## src/rtl/pixel_stream_pkg.sv

```systemverilog
// Shared definitions for the pixel-stream blocks (burst packer and the
// burst-to-pixel sequentializer).
//   TUSER_SOF : tuser bit marking the first pixel of a frame
//   TUSER_EOL : tuser bit marking the last pixel of a line
package pixel_stream_pkg;

  localparam int unsigned TUSER_SOF = 0;
  localparam int unsigned TUSER_EOL = 2;

endpackage

```

## src/rtl/burst_out_reg.sv

```systemverilog
// Output holding register for the burst packer with AXI-stream valid/ready.
//   clk, srst         : clock, synchronous active-high reset
//   load              : capture load_* this cycle (only when can_load is high)
//   load_data/user/keep : burst contents to capture
//   can_load          : register is empty or draining this cycle
//   m_axis_*          : burst master interface
module burst_out_reg #(
  parameter int unsigned DATA_WIDTH = 256,
  parameter int unsigned USER_WIDTH = 4,
  parameter int unsigned KEEP_WIDTH = 16
) (
  input  logic                  clk,
  input  logic                  srst,
  input  logic                  load,
  input  logic [DATA_WIDTH-1:0] load_data,
  input  logic [USER_WIDTH-1:0] load_user,
  input  logic [KEEP_WIDTH-1:0] load_keep,
  output logic                  can_load,
  input  logic                  m_axis_tready,
  output logic                  m_axis_tvalid,
  output logic [DATA_WIDTH-1:0] m_axis_tdata,
  output logic [USER_WIDTH-1:0] m_axis_tuser,
  output logic [KEEP_WIDTH-1:0] m_axis_tkeep
);

  assign can_load = ~m_axis_tvalid | m_axis_tready;

  // Payload only changes on load, and load is only issued when the register is
  // empty or draining, so the payload is stable while stalled.
  always_ff @(posedge clk) begin
    if (srst) begin
      m_axis_tvalid <= 1'b0;
      m_axis_tdata  <= '0;
      m_axis_tuser  <= '0;
      m_axis_tkeep  <= '0;
    end else if (load) begin
      m_axis_tvalid <= 1'b1;
      m_axis_tdata  <= load_data;
      m_axis_tuser  <= load_user;
      m_axis_tkeep  <= load_keep;
    end else if (m_axis_tready) begin
      m_axis_tvalid <= 1'b0;
    end
  end

endmodule

```

## src/rtl/burst_packer.sv

```systemverilog
// Packs a single-pixel AXI stream into multi-pixel bursts.
//   clk, srst          : clock, synchronous active-high reset
//   s_axis_*           : pixel slave (tuser SOF/EOL flags)
//   m_axis_*           : burst master, lane 0 = earliest pixel, tkeep per lane
//   line_err           : one-cycle pulse on a malformed line / frame
//   cnt_col, cnt_row   : position of the next expected input pixel
module burst_packer
  import pixel_stream_pkg::*;
#(
  parameter int unsigned PIXEL_BIT_WIDTH  = 16,
  parameter int unsigned PIXELS_PER_BURST = 16,
  parameter int unsigned USER_WIDTH       = 4,
  parameter int unsigned IN_COLS          = 160,
  parameter int unsigned IN_ROWS          = 100
) (
  input  logic                                         clk,
  input  logic                                         srst,
  input  logic                                         s_axis_tvalid,
  output logic                                         s_axis_tready,
  input  logic [PIXEL_BIT_WIDTH-1:0]                   s_axis_tdata,
  input  logic [USER_WIDTH-1:0]                        s_axis_tuser,
  output logic                                         m_axis_tvalid,
  input  logic                                         m_axis_tready,
  output logic [PIXEL_BIT_WIDTH*PIXELS_PER_BURST-1:0]  m_axis_tdata,
  output logic [USER_WIDTH-1:0]                        m_axis_tuser,
  output logic [PIXELS_PER_BURST-1:0]                  m_axis_tkeep,
  output logic                                         line_err,
  output logic [$clog2(IN_COLS)-1:0]                   cnt_col,
  output logic [$clog2(IN_ROWS)-1:0]                   cnt_row
);

  localparam int unsigned DataW = PIXEL_BIT_WIDTH * PIXELS_PER_BURST;
  localparam int unsigned LaneW = (PIXELS_PER_BURST > 1) ? $clog2(PIXELS_PER_BURST) : 1;
  localparam int unsigned ColW  = $clog2(IN_COLS);
  localparam int unsigned RowW  = $clog2(IN_ROWS);
  localparam logic [LaneW-1:0] LaneLast = LaneW'(PIXELS_PER_BURST - 1);
  localparam logic [ColW-1:0]  ColLast  = ColW'(IN_COLS - 1);
  localparam logic [RowW-1:0]  RowLast  = RowW'(IN_ROWS - 1);

  localparam logic [0:0] StFill = 1'b0;
  localparam logic [0:0] StPend = 1'b1;

  logic [0:0]            state_q, state_d;
  logic [LaneW-1:0]      lane_idx_q, lane_idx_d;
  logic [DataW-1:0]      acc_q, acc_d;
  logic                  sof_seen_q, sof_seen_d;
  logic [PIXELS_PER_BURST-1:0] pend_keep_q, pend_keep_d;
  logic [USER_WIDTH-1:0] pend_user_q, pend_user_d;
  logic [ColW-1:0]       col_q, col_d;
  logic [RowW-1:0]       row_q, row_d;
  logic                  line_err_q, line_err_d;

  logic                  accept, pix_sof, pix_eol, close;
  logic [LaneW-1:0]      lane;
  logic [DataW-1:0]      filled;
  logic [PIXELS_PER_BURST-1:0] keep;
  logic [USER_WIDTH-1:0] burst_user;
  logic [ColW-1:0]       col_base;
  logic [RowW-1:0]       row_base;

  logic                  load, can_load;
  logic [DataW-1:0]      load_data;
  logic [USER_WIDTH-1:0] load_user;
  logic [PIXELS_PER_BURST-1:0] load_keep;
  logic                  unused_tuser;

  assign unused_tuser  = ^s_axis_tuser;
  assign s_axis_tready = (state_q == StFill);
  assign accept        = s_axis_tvalid & s_axis_tready;
  assign pix_sof       = s_axis_tuser[TUSER_SOF];
  assign pix_eol       = s_axis_tuser[TUSER_EOL];

  // Burst under construction including the current pixel. A frame start
  // throws away any partial lanes and restarts at lane 0. The accumulator is
  // cleared after every emitted burst, so unfilled lanes are already zero.
  always_comb begin
    lane   = pix_sof ? '0 : lane_idx_q;
    filled = pix_sof ? '0 : acc_q;
    filled[lane*PIXEL_BIT_WIDTH +: PIXEL_BIT_WIDTH] = s_axis_tdata;
    for (int i = 0; i < int'(PIXELS_PER_BURST); i++) begin
      keep[i] = (i <= int'(lane));
    end
    burst_user            = '0;
    burst_user[TUSER_SOF] = sof_seen_q | pix_sof;
    burst_user[TUSER_EOL] = pix_eol;
    close                 = (lane == LaneLast) | pix_eol;
    col_base              = pix_sof ? '0 : col_q;
    row_base              = pix_sof ? '0 : row_q;
  end

  always_comb begin
    state_d     = state_q;
    lane_idx_d  = lane_idx_q;
    acc_d       = acc_q;
    sof_seen_d  = sof_seen_q;
    pend_keep_d = pend_keep_q;
    pend_user_d = pend_user_q;
    col_d       = col_q;
    row_d       = row_q;
    line_err_d  = 1'b0;
    load        = 1'b0;
    load_data   = acc_q;
    load_user   = pend_user_q;
    load_keep   = pend_keep_q;

    if (accept) begin
      if (pix_sof && (lane_idx_q != '0)) line_err_d = 1'b1;
      if (pix_eol) begin
        if (col_base != ColLast) line_err_d = 1'b1;
        col_d = '0;
        row_d = (row_base == RowLast) ? '0 : row_base + RowW'(1);
      end else if (col_base == ColLast) begin
        // Line ran past its nominal width: flag it and restart the column.
        line_err_d = 1'b1;
        col_d      = '0;
        row_d      = row_base;
      end else begin
        col_d = col_base + ColW'(1);
        row_d = row_base;
      end
    end

    case (state_q)
      StFill: begin
        if (accept) begin
          if (close) begin
            lane_idx_d = '0;
            sof_seen_d = 1'b0;
            if (can_load) begin
              load      = 1'b1;
              load_data = filled;
              load_user = burst_user;
              load_keep = keep;
              acc_d     = '0;
            end else begin
              // Park the closed burst in the accumulator until the output frees.
              state_d     = StPend;
              acc_d       = filled;
              pend_keep_d = keep;
              pend_user_d = burst_user;
            end
          end else begin
            lane_idx_d = lane + LaneW'(1);
            acc_d      = filled;
            sof_seen_d = sof_seen_q | pix_sof;
          end
        end
      end
      StPend: begin
        if (can_load) begin
          load    = 1'b1;
          acc_d   = '0;
          state_d = StFill;
        end
      end
      default: state_d = StFill;
    endcase
  end

  always_ff @(posedge clk) begin
    if (srst) begin
      state_q     <= StFill;
      lane_idx_q  <= '0;
      acc_q       <= '0;
      sof_seen_q  <= 1'b0;
      pend_keep_q <= '0;
      pend_user_q <= '0;
      col_q       <= '0;
      row_q       <= '0;
      line_err_q  <= 1'b0;
    end else begin
      state_q     <= state_d;
      lane_idx_q  <= lane_idx_d;
      acc_q       <= acc_d;
      sof_seen_q  <= sof_seen_d;
      pend_keep_q <= pend_keep_d;
      pend_user_q <= pend_user_d;
      col_q       <= col_d;
      row_q       <= row_d;
      line_err_q  <= line_err_d;
    end
  end

  assign line_err = line_err_q;
  assign cnt_col  = col_q;
  assign cnt_row  = row_q;

  burst_out_reg #(
    .DATA_WIDTH (DataW),
    .USER_WIDTH (USER_WIDTH),
    .KEEP_WIDTH (PIXELS_PER_BURST)
  ) u_out_reg (
    .clk           (clk),
    .srst          (srst),
    .load          (load),
    .load_data     (load_data),
    .load_user     (load_user),
    .load_keep     (load_keep),
    .can_load      (can_load),
    .m_axis_tready (m_axis_tready),
    .m_axis_tvalid (m_axis_tvalid),
    .m_axis_tdata  (m_axis_tdata),
    .m_axis_tuser  (m_axis_tuser),
    .m_axis_tkeep  (m_axis_tkeep)
  );

endmodule

```

## config.mk

```make
export PLATFORM = sky130hd
export DESIGN_NAME = burst_packer
export DESIGN_NICKNAME = d
export VERILOG_FILES = /design/src/rtl/pixel_stream_pkg.sv /design/src/rtl/burst_out_reg.sv /design/src/rtl/burst_packer.sv
export SDC_FILE = /design/constraint.sdc
export NUM_CORES = 1
export LEC_CHECK = 0
export ABC_AREA = 1
export BUFFER_PORTS_ARGS = -buffer_cell sky130_fd_sc_hd__buf_4
export CAP_MARGIN = 20
export CORE_UTILIZATION = 45
export DETAILED_ROUTE_END_ITERATION = 6
export GPL_ROUTABILITY_DRIVEN = 0
export PLACE_DENSITY = 0.69
export SLEW_MARGIN = 5
export SYNTH_ARGS = -nofsm -noshare
export SYNTH_HDL_FRONTEND = slang
export SYNTH_HIERARCHICAL = 1
export SYNTH_SLANG_ARGS = --single-unit
export TNS_END_PERCENT = 1
```

## constraint.sdc

```tcl
create_clock -name clk -period 5.8 [get_ports clk]
set_input_delay 0.87 -clock clk [delete_from_list [all_inputs] [get_ports clk]]
set_output_delay 0.87 -clock clk [all_outputs]
set_load 0.03 [all_outputs]
```

==> results.json <==
{
  "finished_core_util_pct": 52.7,
  "area_delta_synth_final_pct": 15.6,
  "ctsResizeCount": 0,
  "worst_hold_startpoint": "pend_keep_q[0]$_SDFFE_PP0P_",
  "r2r-end": "u_out_reg/m_axis_tdata[89]$_SDFFE_PP0P_",
  "ys_types": 43,
  "critPathCaptureType": "flop",
  "rr_startpoint": "lane_idx_q[0]$_SDFFE_PP0P_",
  "synth.yosys.seq_area_share_pct": 40.7,
  "synth_edf_count": 0,
  "routed_wirelength_um": 95700,
  "pwr-share-clk_pct": 44.2,
  "setup_total_negative_slack_ps": 0,
  "netlist.area_leader.share_pct": 40.7,
  "hold_path_depth": 2,
  "netlist_top_cells_count": "nand2_1 (1658), nor2_1 (635), dfxtp_1 (573)",
  "synth.cell_area_sq_um": 28200,
  "synth_largest_area_cell": "dfxtp_1",
  "post_drt_wl_per_cell_um": 17.7,
  "synthCells": 4461,
  "place.detailed.instances": 5291,
  "max_slew_margin_pct": 26.1,
  "ctsHtreeMaxLevel": 3,
  "finalNonFillerCells": 5403,
  "tritoncts": "done",
  "worst-endpoint-required_ps": 6320,
  "timing.reg2reg.setup_slack_ps": 1650,
  "coreArea_sq_um": 61800,
  "clock-sinks": 573,
  "finalCriticalPeriod_ps": 4360,
  "internal_power_mw": 6.94,
  "first_drt_iteration_drcs": 3438,
  "synth_warnings": 6,
  "synthesis.area_per_instance_sq_um": 6.32,
  "ys_top_cells_by_area": "dfxtp_1 (41%), nand2_1 (22%), nor2_1 (8.4%)",
  "drt_pre_antenna_iters": 6,
  "tightestPinTransition_ps": 1110,
  "fin_crit_sh_pct": 75.1,
  "design.portCount": 318,
  "timing.max_cap.violations": 0,
  "reg2reg_depth": 13,
  "vdd_drop_max_mv": 0.222,
  "worstSetupPathType": "primary input to flop",
  "chipHeight_um": 252,
  "wire_length_of_the_first_global_routing_pass_um": 147000,
  "dp_hpwl_um": 55400,
  "die_x_um": 252,
  "fin_worst_skew_ps": 26.6,
  "share_seq_of_total_power_pct": 43.1,
  "worst_setup_path_start_kind": "primary input",
  "hold_path_end": "pend_keep_q[0]$_SDFFE_PP0P_",
  "grt_remaining_overflow": 0,
  "synth-main-ff-cell": "dfxtp_1",
  "synth-async-reset-ratio_pct": 0,
  "drc_errors": 0,
  "worst-path-max-fanout": 109,
  "slew_violations": 0,
  "grt_antenna_before_repair": 2,
  "cts.hold.buffers_added": 0,
  "post_drt_via_cell_ratio": 5.38,
  "hold_path.class": "flop to flop",
  "p_per_area_nw_per_um2": 296,
  "power.leakage_nw": 14.2,
  "fmax_ghz": 0.230,
  "antenna_cells": 0,
  "final_area_sq_um": 32600,
  "synth_most_common_cell": "nand2_1",
  "cts_buffer_count": 67,
  "cts.root.buffer_cell": "clkbuf_16",
  "rsz0062_at_grt": "no",
  "row_count": 91,
  "grt_max_degree": 204,
  "yosys_register_bits": 573,
  "worst_hold_slack_ps": 457,
  "first_global_vias": 25300,
  "post-cts-setup-buffer-count": 0,
  "path_clk_slew_ps": 60,
  "combinationalPowerShare_pct": 12.7,
  "p_switching_mw": 2.70,
  "place_area_sq_um": 30400,
  "floorplan.initialDensity_pct": 45.6,
  "count_of_endpoints_failing_setup_in_the_final_report": 0,
  "cts_max_path_buffers": 3,
  "power.switching_fraction_pct": 28.0,
  "result_of_the_run": "finished clean",
  "timing_hold_violations_final": 0,
  "via_count": 29000,
  "io_buffer_count": 315,
  "fin_nets": 4554,
  "layout-drive-gt1-share_pct": 10.7,
  "worst_skew_pair_later_pin_latency_ps": 610,
  "die_area_sq_um": 63700,
  "timing.critical_path.arrival_ps": 4880,
  "final_antenna_violating_net_count": 0,
  "global_route.usage.total_pct": 28.9
}
## per-stage QoR
step | total power, mW | setup WS, ps
after global placement | 5.44 | 967
after detailed placement | 5.45 | 925
after CTS | 9.70 | 1490
after floorplan | 5.00 | 2440
final | 9.64 | 1440
after global routing | 9.95 | 1120
## registers in the layout, indices dropped and copies added, names as in the netlist
name	flops
acc_q	256
u_out_reg/m_axis_tdata	256
pend_keep_q	16
u_out_reg/m_axis_tkeep	16
cnt_col	8
cnt_row	7
lane_idx_q	4
u_out_reg/m_axis_tuser	4
pend_user_q	2
line_err	1
sof_seen_q	1
state_q	1
u_out_reg/m_axis_tvalid	1
## power groups by stage
stage	logic (mW)	registers, mW	clock network [mW]
global route	1.30	4.17	4.48
global placement	1.20	4.24	0
CTS	1.21	4.16	4.33
finish	1.23	4.16	4.26
detailed placement	1.21	4.24	0
floorplan	0.519	4.48	0
## kinds of logic after synthesis
family                   Yosys count  synth area share, %
other                              1               0.0133
XOR/XNOR                           3                0.186
flip-flops                       573                 40.7
buffers and inverters            457                 7.44
AND/OR/NAND/NOR                 2637                 37.3
AO/OA/AOI/OAI                    784                 14.2
adder cells (fa/ha/maj)            6                0.266
## worst max-delay path by stage
stage                          from                                       end  slack, ps
floorplan           s_axis_tuser[0]  u_out_reg/m_axis_tdata[128]$_SDFFE_PP0P_       2440
global placement    s_axis_tuser[0]  u_out_reg/m_axis_tdata[111]$_SDFFE_PP0P_        970
detailed placement  s_axis_tuser[0]  u_out_reg/m_axis_tdata[185]$_SDFFE_PP0P_        920
CTS                 s_axis_tuser[0]   u_out_reg/m_axis_tdata[89]$_SDFFE_PP0P_       1490
global route        s_axis_tuser[0]   u_out_reg/m_axis_tdata[73]$_SDFFE_PP0P_       1120
finish              s_axis_tuser[0]   u_out_reg/m_axis_tdata[89]$_SDFFE_PP0P_       1440
## routing by layer
layer  share of wire (%)  wire length (um)  track usage [%]
met1                  44             42300             41.3
met2                  43             41400             42.6
met3                 9.5              9130             6.29
met4                 3.0              2860             10.3
met5                   0                 0                0
## worst max-delay path: stages
cell and delay, ps:
buf_4 280, nor2_2 440, ha_1 340, nand2_1 100
inv_1 80, nand3_1 160, nand2_4 160, inv_8 190
o21ai_4 190, buf_4 650, buf_4 860, o21ai_0 270
nor2_1 180
## placed cells by master, fill, tap and decap left out, types with 3 or more instances in the layout
cell type	instances
clkbuf_8	13
clkinv_2	10
bufinv_16	4
ha_1	6
nand4_1	74
o21ai_1	61
clkbuf_16	71
inv_1	90
nand3_1	240
a211oi_1	3
nand2_1	1657
dfxtp_1	573
buf_12	10
nand3b_1	4
inv_8	3
nor2_1	635
buf_4	343
nor3_4	3
o31ai_1	17
o21ai_0	398
nor2_2	8
nor2_4	3
a21oi_1	293
clkbuf_1	11
## final cells by class
| cell class | instances | area (sq um) |
|---|---|---|
| inverters | 95 | 384 |
| fillers | 6205 | 29200 |
| flip-flops and latches | 573 | 11500 |
| well taps | 837 | 1050 |
| clock inverters | 16 | 186 |
| multi-input cells | 3432 | 14700 |
| repair buffers | 355 | 2820 |
| clock buffers | 95 | 2000 |
(Power assumes the default switching activity.)
